$ cat src/rtl/vm_pkg.sv
// vm_pkg: shared state encodings, coin codes and coin values for the vending controller
package vm_pkg;
    typedef logic [1:0] state_t;
    localparam state_t ST_IDLE    = 2'd0;
    localparam state_t ST_COLLECT = 2'd1;
    localparam state_t ST_VEND    = 2'd2;
    localparam state_t ST_CHANGE  = 2'd3;
    localparam logic [1:0] COIN_NONE = 2'b00;
    localparam logic [1:0] COIN_05   = 2'b01;
    localparam logic [1:0] COIN_10   = 2'b10;
    localparam logic [1:0] COIN_50   = 2'b11;
    localparam int VAL_05 = 1;
    localparam int VAL_10 = 2;
    localparam int VAL_50 = 10;
endpackage

$ cat src/rtl/vm_change_ctr.sv
// vm_change_ctr: loadable down-counter that strobes the change hopper once per unit while enabled
module vm_change_ctr #(
    parameter int W = 5
) (
    input  logic         clk,
    input  logic         rst,
    input  logic         load,
    input  logic         en,
    input  logic [W-1:0] value,
    output logic [W-1:0] count,
    output logic         pulse,
    output logic         last
);
    always_ff @(posedge clk) begin
        if (rst) count <= '0;
        else if (load) count <= value;
        else if (en && count != '0) count <= count - W'(1);
    end
    assign pulse = en && count != '0;
    assign last  = count <= W'(1);
endmodule

$ cat src/rtl/vending_machine_param.sv
// vending_machine_param: parametrised coin controller with cancel/refund, coin rejection and serial change
module vending_machine_param
    import vm_pkg::*;
#(
    parameter int PRICE      = 3,
    parameter int MAX_CREDIT = 20,
    parameter int CREDIT_W   = 5,
    parameter int COIN5_EN   = 1
) (
    input  logic                clk,
    input  logic                rst,
    input  logic [1:0]          coin,
    input  logic                cancel,
    output logic                sell,
    output logic                change_pulse,
    output logic                coin_reject,
    output logic                busy,
    output logic [CREDIT_W-1:0] credit
);
    localparam int SW = CREDIT_W + 1;
    localparam logic [CREDIT_W:0] PRICE_S = SW'(PRICE);
    localparam logic [CREDIT_W:0] MAX_S   = SW'(MAX_CREDIT);
    if (MAX_CREDIT >= 2**CREDIT_W || PRICE < 1 || PRICE > MAX_CREDIT) begin : g_bad_params
        $error("vending_machine_param: illegal PRICE/MAX_CREDIT/CREDIT_W combination");
    end
    state_t              st;
    logic [CREDIT_W:0]   v, sum;
    logic [CREDIT_W-1:0] refund, load_val;
    logic                cancel_go, take, vend_go, load, last;
    always_comb begin
        v = coin == COIN_05 ? SW'(VAL_05) :
            coin == COIN_10 ? SW'(VAL_10) :
            (coin == COIN_50 && COIN5_EN != 0) ? SW'(VAL_50) : '0;
        sum       = {1'b0, credit} + v;
        cancel_go = st == ST_COLLECT && cancel;
        // any coin that is not taken here goes back through the acceptor
        take      = (st == ST_IDLE || st == ST_COLLECT) && !cancel_go && v != '0 && sum <= MAX_S;
        vend_go   = take && sum >= PRICE_S;
        load      = vend_go || cancel_go;
        load_val  = cancel_go ? credit : CREDIT_W'(sum - PRICE_S);
    end
    vm_change_ctr #(.W(CREDIT_W)) u_change (
        .clk  (clk),
        .rst  (rst),
        .load (load),
        .en   (st == ST_CHANGE),
        .value(load_val),
        .count(refund),
        .pulse(change_pulse),
        .last (last)
    );
    always_ff @(posedge clk) begin
        if (rst) begin
            st          <= ST_IDLE;
            credit      <= '0;
            coin_reject <= 1'b0;
        end else begin
            coin_reject <= coin != COIN_NONE && !take;
            case (st)
                ST_IDLE, ST_COLLECT: begin
                    if (cancel_go || vend_go) begin
                        credit <= '0;
                        st     <= cancel_go ? ST_CHANGE : ST_VEND;
                    end else if (take) begin
                        credit <= sum[CREDIT_W-1:0];
                        st     <= ST_COLLECT;
                    end
                end
                ST_VEND: begin
                    credit <= '0;
                    st     <= refund != '0 ? ST_CHANGE : ST_IDLE;
                end
                ST_CHANGE: st <= last ? ST_IDLE : ST_CHANGE;
                default: begin
                    credit <= '0;
                    st     <= ST_IDLE;
                end
            endcase
        end
    end
    assign sell = st == ST_VEND;
    assign busy = st == ST_VEND || st == ST_CHANGE;
endmodule

$ cat config.mk
export PLATFORM = sky130hd
export DESIGN_NAME = vending_machine_param
export DESIGN_NICKNAME = d
export VERILOG_FILES = /design/src/rtl/vm_pkg.sv /design/src/rtl/vm_change_ctr.sv /design/src/rtl/vending_machine_param.sv
export SDC_FILE = /design/constraint.sdc
export NUM_CORES = 1
export LEC_CHECK = 0
export ABC_CLOCK_PERIOD_IN_PS = 5400
export CORE_ASPECT_RATIO = 0.6
export CORE_MARGIN = 2
export CORE_UTILIZATION = 50
export CTS_BUF_LIST = sky130_fd_sc_hd__clkbuf_4
export CTS_CLUSTER_SIZE = 14
export DETAILED_ROUTE_END_ITERATION = 12
export GPL_ROUTABILITY_DRIVEN = 0
export HOLD_SLACK_MARGIN = 0.02
export PLACE_DENSITY = 0.76
export SKIP_CTS_REPAIR_TIMING = 1
export SLEW_MARGIN = 40
export SYNTH_ARGS = -nofsm -noshare
export SYNTH_HDL_FRONTEND = slang
export SYNTH_SLANG_ARGS = --single-unit
export TNS_END_PERCENT = 10
$ cat constraint.sdc
create_clock -name clk -period 5.4 [get_ports clk]
set_input_delay 1.08 -clock clk [delete_from_list [all_inputs] [get_ports clk]]
set_output_delay 1.08 -clock clk [all_outputs]
set_load 0.1 [all_outputs]
==> metrics.log <==
INFO  metric worstSetupEndpointType = register
INFO  metric synth-edff-count = 0
INFO  metric synth-xor-area-share = 4.69%
INFO  metric die_height = 40.7 um
INFO  metric power_switching_share = 51.9%
INFO  metric result_of_the_run = complete, no violations
INFO  metric rsz0062_at_grt = false
INFO  metric placed_cell_area = 0.00120 mm2
INFO  metric r2r_cells = 10
INFO  metric synth.largest_area_cell = sky130_fd_sc_hd__dfxtp_1
INFO  metric relSlewSlack = 67.9%
INFO  metric first_iter_violations = 88
INFO  metric finClkSkew = 0.00721 ns
INFO  metric layout-drive-gt1-share = between 10% and 20%
INFO  metric fp.coreArea = 0.00215 mm2
INFO  metric critPathLaunchType = input port
INFO  metric post_synth_and_or_nand_nor_area_fraction = between 20% and 30%
INFO  metric timing.critical_path.arrival = 4.17 ns
INFO  metric cts_root_buf = sky130_fd_sc_hd__clkbuf_4
INFO  metric cts_tree = done
INFO  metric holdCritStartpoint = credit[0]$_SDFFE_PP0P_
INFO  metric cts_htree_levels = 1
INFO  metric drc = 0
INFO  metric critical_path_origin = coin[0]
INFO  metric finalHoldViolations = 0
INFO  metric asyncSetResetFlopFracSynth = 0%
INFO  metric seq_power_share = 28.4%
INFO  metric fp.dieArea = around 0.0026 mm2
INFO  metric syn_area_per_cell = 8.11 um2
INFO  metric grt_start_max_net_pins = 14
INFO  metric detailedPlace.worstSlack = 1.13 ns
INFO  metric area_growth_syn_to_layout = 10.1%
INFO  metric grt_pass1_vias = 952
INFO  metric fillers = 207
INFO  metric critPathKind = in2reg
INFO  metric power_density = 439 mW/mm2
INFO  metric worstSkewPairLatency = 0.29 ns
INFO  metric clockPowerShare = 12.3%
INFO  metric synth_seq_cells = 13
INFO  metric antenna_found_initial = 0
INFO  metric ys_dominant_reg_cell = sky130_fd_sc_hd__dfxtp_1
INFO  metric cts.path.max_buffers = 2
INFO  metric achievable-frequency = 251 MHz
INFO  metric dieWidth = ~65 um
INFO  metric worst_case_vdd_ir_drop = 0.000138 V
INFO  metric cts_num_sinks = 13
INFO  metric synthesis.instances = around 140
INFO  metric synth_mux_area_share = 0.894%
INFO  metric detail-route-antenna-nets = 0
INFO  metric critPathRequiredTime = 5.59 ns
INFO  metric net_switching_power_of_the_design = 281 uW
INFO  metric synth-compound-area-share = 28.2%
INFO  metric regToRegStartpoint = credit[0]$_SDFFE_PP0P_
INFO  metric grt_residual_overflow = 0
INFO  metric detailed_place_hpwl = approximately 2.1 mm
INFO  metric cell_internal_pwr = between 200 and 300 uW
INFO  metric synth.top_cells.by_area = sky130_fd_sc_hd__dfxtp_1, sky130_fd_sc_hd__ha_1, sky130_fd_sc_hd__inv_1
INFO  metric synth.top_cell.area_share = between 20 and 25%
INFO  metric grt_util_all_layers = between 20% and 30%
INFO  metric yosys_warnings = 0
INFO  metric setup_ws = roughly 1.4 ns
INFO  metric post_synth_fa_ha_maj_area_fraction = a little over a tenth
INFO  metric most-common-layout-cells = sky130_fd_sc_hd__dfxtp_1, sky130_fd_sc_hd__inv_1, sky130_fd_sc_hd__nor2_1
INFO  metric drv.max_cap_violation_count = 0
INFO  metric vias = 1077
INFO  metric period_minus_slack = 3.98 ns
INFO  metric initial_core_util = 52.2%
INFO  metric static-leakage-power = roughly 0.53 nW
INFO  metric worst_pin_slew = between 0.4 and 0.5 ns
INFO  metric design_area = 0.00123 mm2
INFO  metric clkSlewWorstSetupHoldPaths = 0.08 ns
INFO  metric io_buffers = 13
INFO  metric utilization = 57.4%
INFO  metric ys_types = 47
INFO  metric synthesized_netlist_net_count = 152
INFO  metric grt_pass1_wl = roughly 4.5 mm
INFO  metric diode_insertion_count_for_antenna_repair = 0
INFO  metric commonest_non_fill_non_tap_cell_in_the_layout = sky130_fd_sc_hd__dfxtp_1
INFO  metric ioPinCount = 14
INFO  metric min_period_over_period = 73.7%
INFO  metric final-setup-viol-count = 0
INFO  metric timing.critical_path.fanout_max = 5
INFO  metric timing.hold.worst_path_depth = 1
INFO  metric postRouteWirelength = 2.61 mm
INFO  metric nNetsFinal = between 150 and 200
INFO  metric vias_per_cell = 6.08
INFO  metric drt_pass1_iterations = 4
INFO  metric mappedNetlistArea = approximately 0.0011 mm2
INFO  metric drv_slew = 0
INFO  metric synth_top_family_by_area = compound AO/OA/AOI/OAI gates
INFO  metric setup_total_negative_slack = 0 ns
INFO  metric rrSetupSlack = 2.49 ns
INFO  metric power_frac_comb = 59.2%
INFO  metric number_of_placement_rows = 13
INFO  metric numCtsBuffers = 3
INFO  metric sequential_area_share_after_synthesis = a little under a quarter
INFO  metric wl_per_cell = 14.8 um
INFO  metric hp-class = reg2reg
[cell type report]
class	count	area, um2	share of cell area, %
tap	30	37.5	3.05
timing repair buffer	13	85.1	6.90
inverter	11	41.3	3.35
sequential	13	260	21.1
clock buffer	4	30.0	2.44
multi-input combinational	106	778	63.1
[through the flow]
| stage | power [mW] | hold WS (ns) | cells |
|---|---|---|---|
| 2_1_floorplan | 0.412 | 0.588 | 138 |
| 3_3_place_gp | 0.474 | 0.503 | 173 |
| 3_5_place_dp | 0.470 | 0.516 | 173 |
| 4_1_cts | 0.537 | 0.527 | 177 |
| 5_1_grt | 0.579 | 0.549 | 177 |
| 6_report | 0.541 | 0.532 | 177 |
[worst paths after layout]
check | end
setup / recovery | u_change.count[4]$_SDFFE_PP0P_
setup reg to reg | u_change.count[4]$_SDFFE_PP0P_
hold reg to reg | credit[0]$_SDFFE_PP0P_
hold / removal | credit[0]$_SDFFE_PP0P_
[metal layers]
metal / track usage, % / routed length (um) / vias to the layer above
met5: 0 / 0 / -
met4: 8.33 / 23 / 0
met3: 7.69 / 232 / 4
met2: 35.8 / 1080 / 40
met1: 31.4 / 1280 / 509
li1: - / - / 524
[synthesized netlist by cell type, drive strengths merged, types with 5 or more instances]
cell type / instances
o21ai: 9
ha: 8
a211oi: 7
nor2: 11
inv: 11
buf: 5
a21o: 5
dfxtp: 13
nand3: 6
[state kept, by name, indices dropped and copies added, names as in the netlist]
signal          flops
coin_reject         1
credit              5
st                  2
u_change.count      5
[kinds of logic after synthesis]
| logic type | count (synthesis) |
|---|---|
| AND/OR/NAND/NOR | 48 |
| XOR/XNOR | 6 |
| AO/OA/AOI/OAI | 42 |
| adder cells (fa/ha/maj) | 9 |
| buffers and inverters | 19 |
| multiplexers | 1 |
| flip-flops | 13 |
[worst max-delay path: stages]
cell,delay [ns]
sky130_fd_sc_hd__clkdlybuf4s50_1,0.52
sky130_fd_sc_hd__nor2b_1,0.16
sky130_fd_sc_hd__ha_1,0.21
sky130_fd_sc_hd__inv_1,0.07
sky130_fd_sc_hd__fa_1,0.54
sky130_fd_sc_hd__inv_1,0.07
sky130_fd_sc_hd__ha_1,0.28
sky130_fd_sc_hd__nor3b_2,0.21
sky130_fd_sc_hd__or3b_1,0.37
sky130_fd_sc_hd__a41oi_1,0.25
sky130_fd_sc_hd__o21ai_0,0.11
sky130_fd_sc_hd__a311oi_1,0.29
[power by group through the flow]
stage	Combinational [mW]	Clock [mW]	Sequential, mW
after detailed placement	0.315	0	0.155
after global routing	0.347	0.0742	0.158
final	0.320	0.0667	0.154
after CTS	0.316	0.0681	0.153
after global placement	0.319	0	0.155
after floorplan	0.246	0	0.166
(Power assumes the default switching activity.)
